<file path="src/rtl/alu_ctrl_pkg.sv">
// Shared definitions for the ALU sharing controller: FSM state encoding,
// ALU function codes and the divide-by-zero trap predicate.
package alu_ctrl_pkg;

    // FSM state encoding (kept as plain constants for legacy tool flows)
    localparam logic [1:0] ST_IDLE  = 2'd0;
    localparam logic [1:0] ST_ISSUE = 2'd1;
    localparam logic [1:0] ST_WAIT  = 2'd2;
    localparam logic [1:0] ST_RESP  = 2'd3;

    // ALU function codes
    localparam logic [3:0] FUNC_ADD = 4'd0;
    localparam logic [3:0] FUNC_SUB = 4'd1;
    localparam logic [3:0] FUNC_MUL = 4'd2;
    localparam logic [3:0] FUNC_DIV = 4'd3;
    localparam logic [3:0] FUNC_AND = 4'd4;
    localparam logic [3:0] FUNC_OR  = 4'd5;

    // A division with a zero divisor is answered locally and never reaches the ALU.
    function automatic logic is_div_by_zero(input logic [3:0] func, input logic b_is_zero);
        return (func == FUNC_DIV) && b_is_zero;
    endfunction

endpackage

</file>
<file path="src/rtl/rr_arbiter.sv">
// Combinational round-robin arbiter: grants the first asserted request found
// searching upward from ptr, wrapping at NUM_REQ.
module rr_arbiter
    import alu_ctrl_pkg::*;
#(
    parameter  int NUM_REQ = 2,
    localparam int IW      = $clog2(NUM_REQ)
) (
    input  logic [NUM_REQ-1:0] req,
    input  logic [IW-1:0]      ptr,
    output logic [NUM_REQ-1:0] grant,
    output logic [IW-1:0]      grant_idx
);

    int   idx;
    logic found;

    // Scan from ptr with wrap-around; the first hit wins.
    always_comb begin
        // NOTE: every output gets a default before the loop so no path can infer a latch.
        grant     = '0;
        grant_idx = '0;
        found     = 1'b0;
        idx       = 0;
        for (int k = 0; k < NUM_REQ; k++) begin
            idx = int'(ptr) + k;
            if (idx >= NUM_REQ) idx = idx - NUM_REQ;
            if (!found && req[IW'(idx)]) begin
                found              = 1'b1;
                grant[IW'(idx)]    = 1'b1;
                grant_idx          = IW'(idx);
            end
        end
    end

endmodule

</file>
<file path="src/rtl/alu_arbiter.sv">
// Shares one ALU between NUM_REQ requesters: accepts one operation at a time,
// pulses the ALU enable for one cycle, waits (with timeout) for the result and
// returns it to the granted requester. Divide-by-zero is trapped locally.
module alu_arbiter
    import alu_ctrl_pkg::*;
#(
    parameter int DATA_WIDTH = 8,
    parameter int NUM_REQ    = 2,
    parameter int TIMEOUT    = 15
) (
    input  logic                      clk,
    input  logic                      reset,
    input  logic [NUM_REQ-1:0]        req_valid,
    input  logic [NUM_REQ*DATA_WIDTH-1:0] req_A,
    input  logic [NUM_REQ*DATA_WIDTH-1:0] req_B,
    input  logic [NUM_REQ*4-1:0]      req_func,
    output logic [NUM_REQ-1:0]        req_ready,
    output logic [NUM_REQ-1:0]        rsp_valid,
    output logic [2*DATA_WIDTH-1:0]   rsp_result,
    output logic                      rsp_error,
    output logic                      alu_enable,
    output logic [DATA_WIDTH-1:0]     alu_A,
    output logic [DATA_WIDTH-1:0]     alu_B,
    output logic [3:0]                alu_function,
    input  logic                      alu_result_valid,
    input  logic [2*DATA_WIDTH-1:0]   alu_result,
    output logic                      busy
);

    localparam int IW = $clog2(NUM_REQ);
    localparam int TW = $clog2(TIMEOUT);

    logic [1:0]              state;
    logic [IW-1:0]           ptr;
    logic [TW-1:0]           tcnt;
    logic [IW-1:0]           grant_q;
    logic [DATA_WIDTH-1:0]   a_q;
    logic [DATA_WIDTH-1:0]   b_q;
    logic [3:0]              func_q;
    logic [2*DATA_WIDTH-1:0] result_q;
    logic                    error_q;

    logic [NUM_REQ-1:0]      arb_grant;
    logic [IW-1:0]           arb_idx;
    logic [DATA_WIDTH-1:0]   sel_a;
    logic [DATA_WIDTH-1:0]   sel_b;
    logic [3:0]              sel_func;
    logic                    accept;

    rr_arbiter #(.NUM_REQ(NUM_REQ)) u_arb (
        .req       (req_valid),
        .ptr       (ptr),
        .grant     (arb_grant),
        .grant_idx (arb_idx)
    );

    // Ready is offered only in IDLE and never while reset is held.
    always_comb begin
        req_ready = (state == ST_IDLE && !reset) ? arb_grant : '0;
        accept    = |req_ready;
    end

    // Pick the granted requester's operands out of the packed buses.
    always_comb begin
        sel_a    = '0;
        sel_b    = '0;
        sel_func = '0;
        for (int i = 0; i < NUM_REQ; i++) begin
            if (arb_idx == IW'(i)) begin
                sel_a    = req_A[i*DATA_WIDTH +: DATA_WIDTH];
                sel_b    = req_B[i*DATA_WIDTH +: DATA_WIDTH];
                sel_func = req_func[i*4 +: 4];
            end
        end
    end

    // Controller FSM with operand/result latches, round-robin pointer and timeout counter.
    always_ff @(posedge clk or posedge reset) begin
        if (reset) begin
            state    <= ST_IDLE;
            ptr      <= '0;
            tcnt     <= '0;
            grant_q  <= '0;
            a_q      <= '0;
            b_q      <= '0;
            func_q   <= '0;
            result_q <= '0;
            error_q  <= 1'b0;
        end else begin
            // NOTE: non-blocking assignments so every register updates from pre-edge values.
            case (state)
                ST_IDLE: begin
                    if (accept) begin
                        a_q     <= sel_a;
                        b_q     <= sel_b;
                        func_q  <= sel_func;
                        grant_q <= arb_idx;
                        if (is_div_by_zero(sel_func, sel_b == '0)) begin
                            result_q <= '0;
                            error_q  <= 1'b1;
                            state    <= ST_RESP;
                        end else begin
                            state    <= ST_ISSUE;
                        end
                    end
                end
                ST_ISSUE: begin
                    // A result_valid seen here belongs to nothing we issued.
                    tcnt  <= '0;
                    state <= ST_WAIT;
                end
                ST_WAIT: begin
                    // A valid arriving on the final cycle still wins over the timeout.
                    if (alu_result_valid) begin
                        result_q <= alu_result;
                        error_q  <= 1'b0;
                        state    <= ST_RESP;
                    end else if (tcnt == TW'(TIMEOUT - 1)) begin
                        result_q <= '0;
                        error_q  <= 1'b1;
                        state    <= ST_RESP;
                    end else begin
                        tcnt <= tcnt + TW'(1);
                    end
                end
                ST_RESP: begin
                    ptr   <= (grant_q == IW'(NUM_REQ - 1)) ? '0 : grant_q + IW'(1);
                    state <= ST_IDLE;
                end
                default: state <= ST_IDLE;
            endcase
        end
    end

    // ALU drive and response outputs decoded from the current state.
    always_comb begin
        alu_enable   = (state == ST_ISSUE);
        alu_A        = a_q;
        alu_B        = b_q;
        alu_function = func_q;
        busy         = (state != ST_IDLE);
        rsp_valid    = '0;
        rsp_result   = '0;
        rsp_error    = 1'b0;
        if (state == ST_RESP) begin
            rsp_valid[grant_q] = 1'b1;
            rsp_result         = result_q;
            rsp_error          = error_q;
        end
    end

endmodule
</file>
<file path="config.mk">
export PLATFORM = sky130hd
export DESIGN_NAME = alu_arbiter
export DESIGN_NICKNAME = d
export VERILOG_FILES = /design/src/rtl/alu_ctrl_pkg.sv /design/src/rtl/rr_arbiter.sv /design/src/rtl/alu_arbiter.sv
export SDC_FILE = /design/constraint.sdc
export NUM_CORES = 1
export LEC_CHECK = 0
export ABC_AREA = 1
export CORE_MARGIN = 2
export CORE_UTILIZATION = 30
export CTS_CLUSTER_SIZE = 25
export DETAILED_ROUTE_END_ITERATION = 10
export GPL_ROUTABILITY_DRIVEN = 0
export PLACE_DENSITY_LB_ADDON = 0.2
export SETUP_SLACK_MARGIN = 0.15
export SLEW_MARGIN = 30
export SYNTH_ARGS = -nofsm -noshare
export SYNTH_HDL_FRONTEND = slang
export SYNTH_HIERARCHICAL = 1
export SYNTH_SLANG_ARGS = --single-unit
</file>
<file path="constraint.sdc">
create_clock -name clk -period 2.46 [get_ports clk]
set_input_delay 0.369 -clock clk [delete_from_list [all_inputs] [get_ports clk]]
set_output_delay 0.369 -clock clk [all_outputs]
set_load 0.005 [all_outputs]
</file>
# [Word level (Yosys, flattened, before mapping)]
# Index checks and enable logic that the tools add are counted.
[word_totals] output_inout_bits=43 regBits=45 in_bits=61 wordCells=94
[op_classes] mux=43 n_eq_ne=10 bitwise=1 n_reduce_logical=18 magnitude_cmp=8 addsub=5
[op_table] op="16-bit 2-to-1 mux" n=5
[op_table] op="16-bit one-hot mux with 2 select lines" n=1
[op_table] op="1-bit 2-to-1 mux" n=18
[op_table] op="2-bit 2-to-1 mux" n=8
[op_table] op="8-bit 2-to-1 mux" n=2
[op_table] op="4-bit 2-to-1 mux" n=3
[op_table] op="8-bit logical NOT" n=1
[op_table] op="2-bit one-hot mux with 4 select lines" n=1
[op_table] op="4-bit one-hot mux with 2 select lines" n=1
[op_table] op="1-bit logical AND" n=6
[op_table] op="1-bit by 3-bit less-than comparator with 1-bit output, second input constant" n=2
[op_table] op="2-bit inequality test, second input constant" n=3
[op_table] op="2-bit nonzero test" n=3
[op_table] op="4-bit by 1-bit adder with 4-bit output, second input constant" n=1
[op_table] op="2-bit equality test, second input constant" n=2
[op_table] op="4-bit by 2-bit equality test with 1-bit output, second input constant" n=1
[op_table] op="4-bit equality test, second input constant" n=1
[op_table] op="2-bit AND reduction" n=2
[op_table] op="4-bit AND reduction" n=1
[op_table] op="1-bit demux with 1-bit select" n=3
[op_table] op="1-bit greater-or-equal comparator, second input constant" n=3
[op_table] op="3-bit inequality test, second input constant" n=1
[op_table] op="3-bit AND reduction" n=1
[op_table] op="1-bit by 1-bit adder with 2-bit output, second input constant" n=1
[op_table] op="12 further kinds" n=14

# [Depth between registers and ports, before layout]
[logic_depth] ltp_word=15 mapped_depth=14 mapped_depth_nobuf=12

# [By module]
# Netlist, hierarchy kept.
[by_module_without_submodules] module="alu_arbiter" cells_each=356 seq_area_each_um2=1126.1 n_inst=1 area_per_inst_um2=2542.4
[by_module_without_submodules] module="rr_arbiter" cells_each=6 seq_area_each_um2=0.0 n_inst=1 area_per_inst_um2=28.8

# [Least setup slack after synthesis]
# No wires, ideal clock.
[synth_path] path_type="input to register" from="input reset" to="register error_q" setup_time_ps=117 arrival_time_ps=2358 setup_slack_ps=-15 path_stages=9 required_time_ps=2343 n_path_buf=1 cell_sequence="inv_1 nand3_1 nand2_1 o21ai_2 nor2_8 nand2_4 buf_6 nand2_1 nand2_1"
[synth_via] elab_chain_len=6
[synth_lines] element="from (decl)" line="alu_arbiter.sv:12" source="input logic reset,"
[synth_lines] element="1-bit logical NOT (no source line)"
[synth_lines] element="1-bit logical AND" line="alu_arbiter.sv:59" source="req_ready = (state == ST_IDLE && !reset) ? arb_grant : '0;"
[synth_lines] element="2-bit 2-to-1 mux" line="alu_arbiter.sv:59"
[synth_lines] element="2-bit OR reduction" line="alu_arbiter.sv:60" source="accept = |req_ready;"
[synth_lines] element="2-bit inequality test (no source line)"
[synth_lines] element="4-bit AND reduction (no source line)"
[synth_lines] element="to (signal assigned)" line="alu_arbiter.sv:88" source="error_q <= 1'b0;"
[synth_lines] element="to (signal assigned)" line="alu_arbiter.sv:100" source="error_q <= 1'b1;"
[synth_lines] element="to (signal assigned)" line="alu_arbiter.sv:116" source="error_q <= 1'b0;"
[synth_lines] element="to (decl)" line="alu_arbiter.sv:41" source="logic error_q;"
# No other way between the ends.
# A chain may end at the register's enable or synchronous reset.

# [Worst setup path after layout]
[layout_path] from="register state[1]" to="output rsp_result[1]"
[layout_via] elab_chain_len=2
[layout_lines] element="from (decl)" line="alu_arbiter.sv:33" source="logic [1:0] state;"
[layout_lines] element="from (signal assigned)" line="alu_arbiter.sv:80" source="state <= ST_IDLE;"
[layout_lines] element="from (signal assigned)" line="alu_arbiter.sv:101" source="state <= ST_RESP;"
[layout_lines] element="from (signal assigned)" line="alu_arbiter.sv:103" source="state <= ST_ISSUE;"
[layout_lines] element="2-bit equality test" line="alu_arbiter.sv:145" source="if (state == ST_RESP) begin"
[layout_lines] element="16-bit 2-to-1 mux" line="alu_arbiter.sv:145"
[layout_lines] element="to (decl)" line="alu_arbiter.sv:19" source="output logic [2*DATA_WIDTH-1:0] rsp_result,"
# No other way between the ends.

==> run summary <==
CTS max path bufs -> 2
CTS tree -> built
Worst hold slack -> 0.477 ns
Dpl cells -> 562
Worst setup EP type -> primary output
Worst skew pair latency -> 0.29 ns
Sequential cell area -> 1130 sq um
DRC errors left -> 0
TritonCTS buffer count -> 5
Max-slew violation count -> 0
Synth Cell Area -> 2570 sq um
PortBufs -> 101
Fin Clk Skew -> 0.00955 ns
CP Launch Type -> flip-flop
I/O pin count -> 104
TNS Setup -> 0 ns
Cell accounting for the most synthesized area -> dfrtp_1
Largest net degree at the start of global routing -> 47
RSZ-0062 raised after global routing -> no
Drt initial violations -> 49
CP max stage delay -> 0.49 ns
Fraction of registers with async set/reset -> 100%
Crit Path Max Fanout -> 17
Main combinational cell family by area after synthesis -> simple AND/OR/NAND/NOR gates
Final Instance Count excl. Fillers -> 570
Leak -> 1.98 nW
Syn_nets -> 430
Setup violations, final -> 0
Via-to-Cell Ratio -> 4.33
Multiplexer area fraction after synthesis -> 0%
Nets -> 532
Top FF cell, synth -> dfrtp_1
Multi-input gate area -> 1130 sq um
Max VDD drop -> 0.000336 V
Vias in the first global route -> 2381
Via Count -> 2468
Clock sinks -> 45
Share of cells above drive strength 1 -> 6.67%
Cell Pwr Density -> 936 nW/um^2
DR WL/cell -> 11.8 microns
Filler cells -> 866
Die footprint -> 9330 sq um
Worst Path Required -> 2.09 ns
Simple-Gate Fraction of Synth Area -> 32.8%
CP arrival -> 1.81 ns
Hold buffer count at CTS -> 0
Overall power -> 0.00354 W
Slowest cell on crit path -> clkdlybuf4s50_1
Row Count -> 33
Max Clk Rate -> 460 MHz
ANT cells -> 0
Final period util -> 88.4%
CP cell instances -> ha_1 > buf_4 > nand2_1 > inv_1 > clkdlybuf4s50_1
Most frequent cell after synthesis -> nand2_1
Initial antenna violation count -> 0
Final Hold Viols -> 0
Routed WL -> 6740 microns
Crit path kind -> flip-flop to primary output
Synth Area in Adders -> 3.41%
Syn. warnings -> 6
GRT Total Usage -> 15.5%
Xor/xnor share of the synthesized area -> 0.681%
Yosys reg bits -> 45
Outcome -> completed
Rel. slew slack -> 61.1%
Synth top area share -> 43.8%
Mapped Cells -> 362
Die width -> 96.6 microns
Hold Crit Class -> flip-flop to flip-flop
First-pass GRT wire length -> 11200 microns
Max-cap violations -> 0
H-tree Lvls -> 2
Worst-margin pin slew -> 0.584 ns
Core ar. -> 8260 sq um
First-pass DRT Iterations -> 4
Register area share after synthesis -> 43.8%
Hpwl dp -> 5000 microns
Post-Synthesis Mean Instance Area -> 7.10 sq um
Clk pin slew, worst setup/hold paths -> 0.08 ns
Root Driver -> clkbuf_8
Die height -> 96.6 microns
Area growth syn-to-layout -> 47.3%
Most frequent cells after synthesis -> 126 x nand2_1, 59 x inv_1, 45 x dfrtp_1
Initial Util -> 31.1%
Unique masters post-synth -> 26
Compound-gate portion of the synthesized area -> 6.67%
DRT antenna net count -> 0
Top cells by area, synth -> dfrtp_1 44%, nand2_1 18%, inv_1 8.6%, nor2_1 6.0%, nand3_1 4.5%
EDFF count, synth -> 0
Overflow left after global routing -> 0
Min Tclk post-route -> 2.18 ns
[cells in the final DEF, fill, tap and decap left out, drive strengths merged]
cell type      netlist  layout
nand3               24      24
clkdlybuf4s50        0     101
or2                  1       1
dfrtp               45      45
a31oi               10      10
clkbuf               8       7
inv                 60      59
a21oi               10      10
nand2              133     133
o21ai                8       8
o31ai                2       2
xor2                 1       1
conb                 1       1
nor2                44      44
ha                   7       7
buf                  7       9
clkinvlp             0       2
xnor2                1       1
[report_power, final]
part	leakage [nW]	total [W]	switching (W)	internal [W]
Combinational	1.38	0.00184	0.000969	0.000867
Sequential	0.553	0.00126	0.000188	0.00107
Clock	0.0385	0.000448	0.000247	0.000201
[kinds of logic after synthesis]
group                      count (synthesis)
and+or+nand+nor                          202
buffers and inverters                     75
DFF                                       45
AOI/OAI and AO/OA                         30
adders and majority gates                  7
xor gates and xnor gates                   2
other                                      1
[routing by layer]
layer / global-route usage [%] / vias up / wire length, microns
li1: - / 1289 / -
met1: 19.9 / 1119 / 3150
met2: 26.5 / 52 / 3190
met3: 3.03 / 8 / 293
met4: 4.58 / 0 / 99
met5: 0 / - / 0
[worst max-delay path, delay by kind of cell, from the launching register on]
| kind | cells | cell delay [ns] |
|---|---|---|
| fa+ha+maj | 1 | 0.23 |
| flops | 1 | 0.41 |
| simple gates | 1 | 0.08 |
| buf+inv | 3 | 0.81 |
[per-stage QoR]
stage / util [%] / cell area [sq um] / setup WS, ns
final: 45.9 / 3790 / 0.284
after floorplan: - / 2570 / 0.275
after global routing: 45.9 / 3790 / 0.151
after CTS: 45.8 / 3790 / 0.216
after global placement: 44.8 / 3700 / 0.125
after detailed placement: 44.8 / 3700 / 0.0910
[flip-flops by register name (all words and copies together) (netlist names)]
signal,cells
error_q,1
alu_B,8
alu_function,4
alu_A,8
ptr,1
result_q,16
grant_q,1
state,2
tcnt,4
[layout make-up]
type | count | share of cell area [%]
clock buffers | 7 | 2.01
flip-flops and latches | 45 | 29.7
well taps | 105 | 3.47
multi-input cells | 242 | 29.8
inverters | 60 | 6.04
clock inverters | 1 | 0.198
repair buffers | 110 | 28.8
[what timing repair did]
action,CTS,global route
endpoints found under the setup margin,0,1
buffers inserted,0,0
gates resized for setup,0,1
[worst paths after layout]
kind	start	endpoint	slack, ns	cells after the start
max	state[1]	rsp_result[1]	0.28	5
min	result_q[11]	result_q[11]	0.48	2
max reg2reg	ptr	result_q[1]	0.51	12
min reg2reg	result_q[11]	result_q[11]	0.48	2
max in group asynchronous	reset	result_q[11]	1.42	3
min in group asynchronous	reset	state[0]	0.65	3
Power figures use the tool's default switching activity.
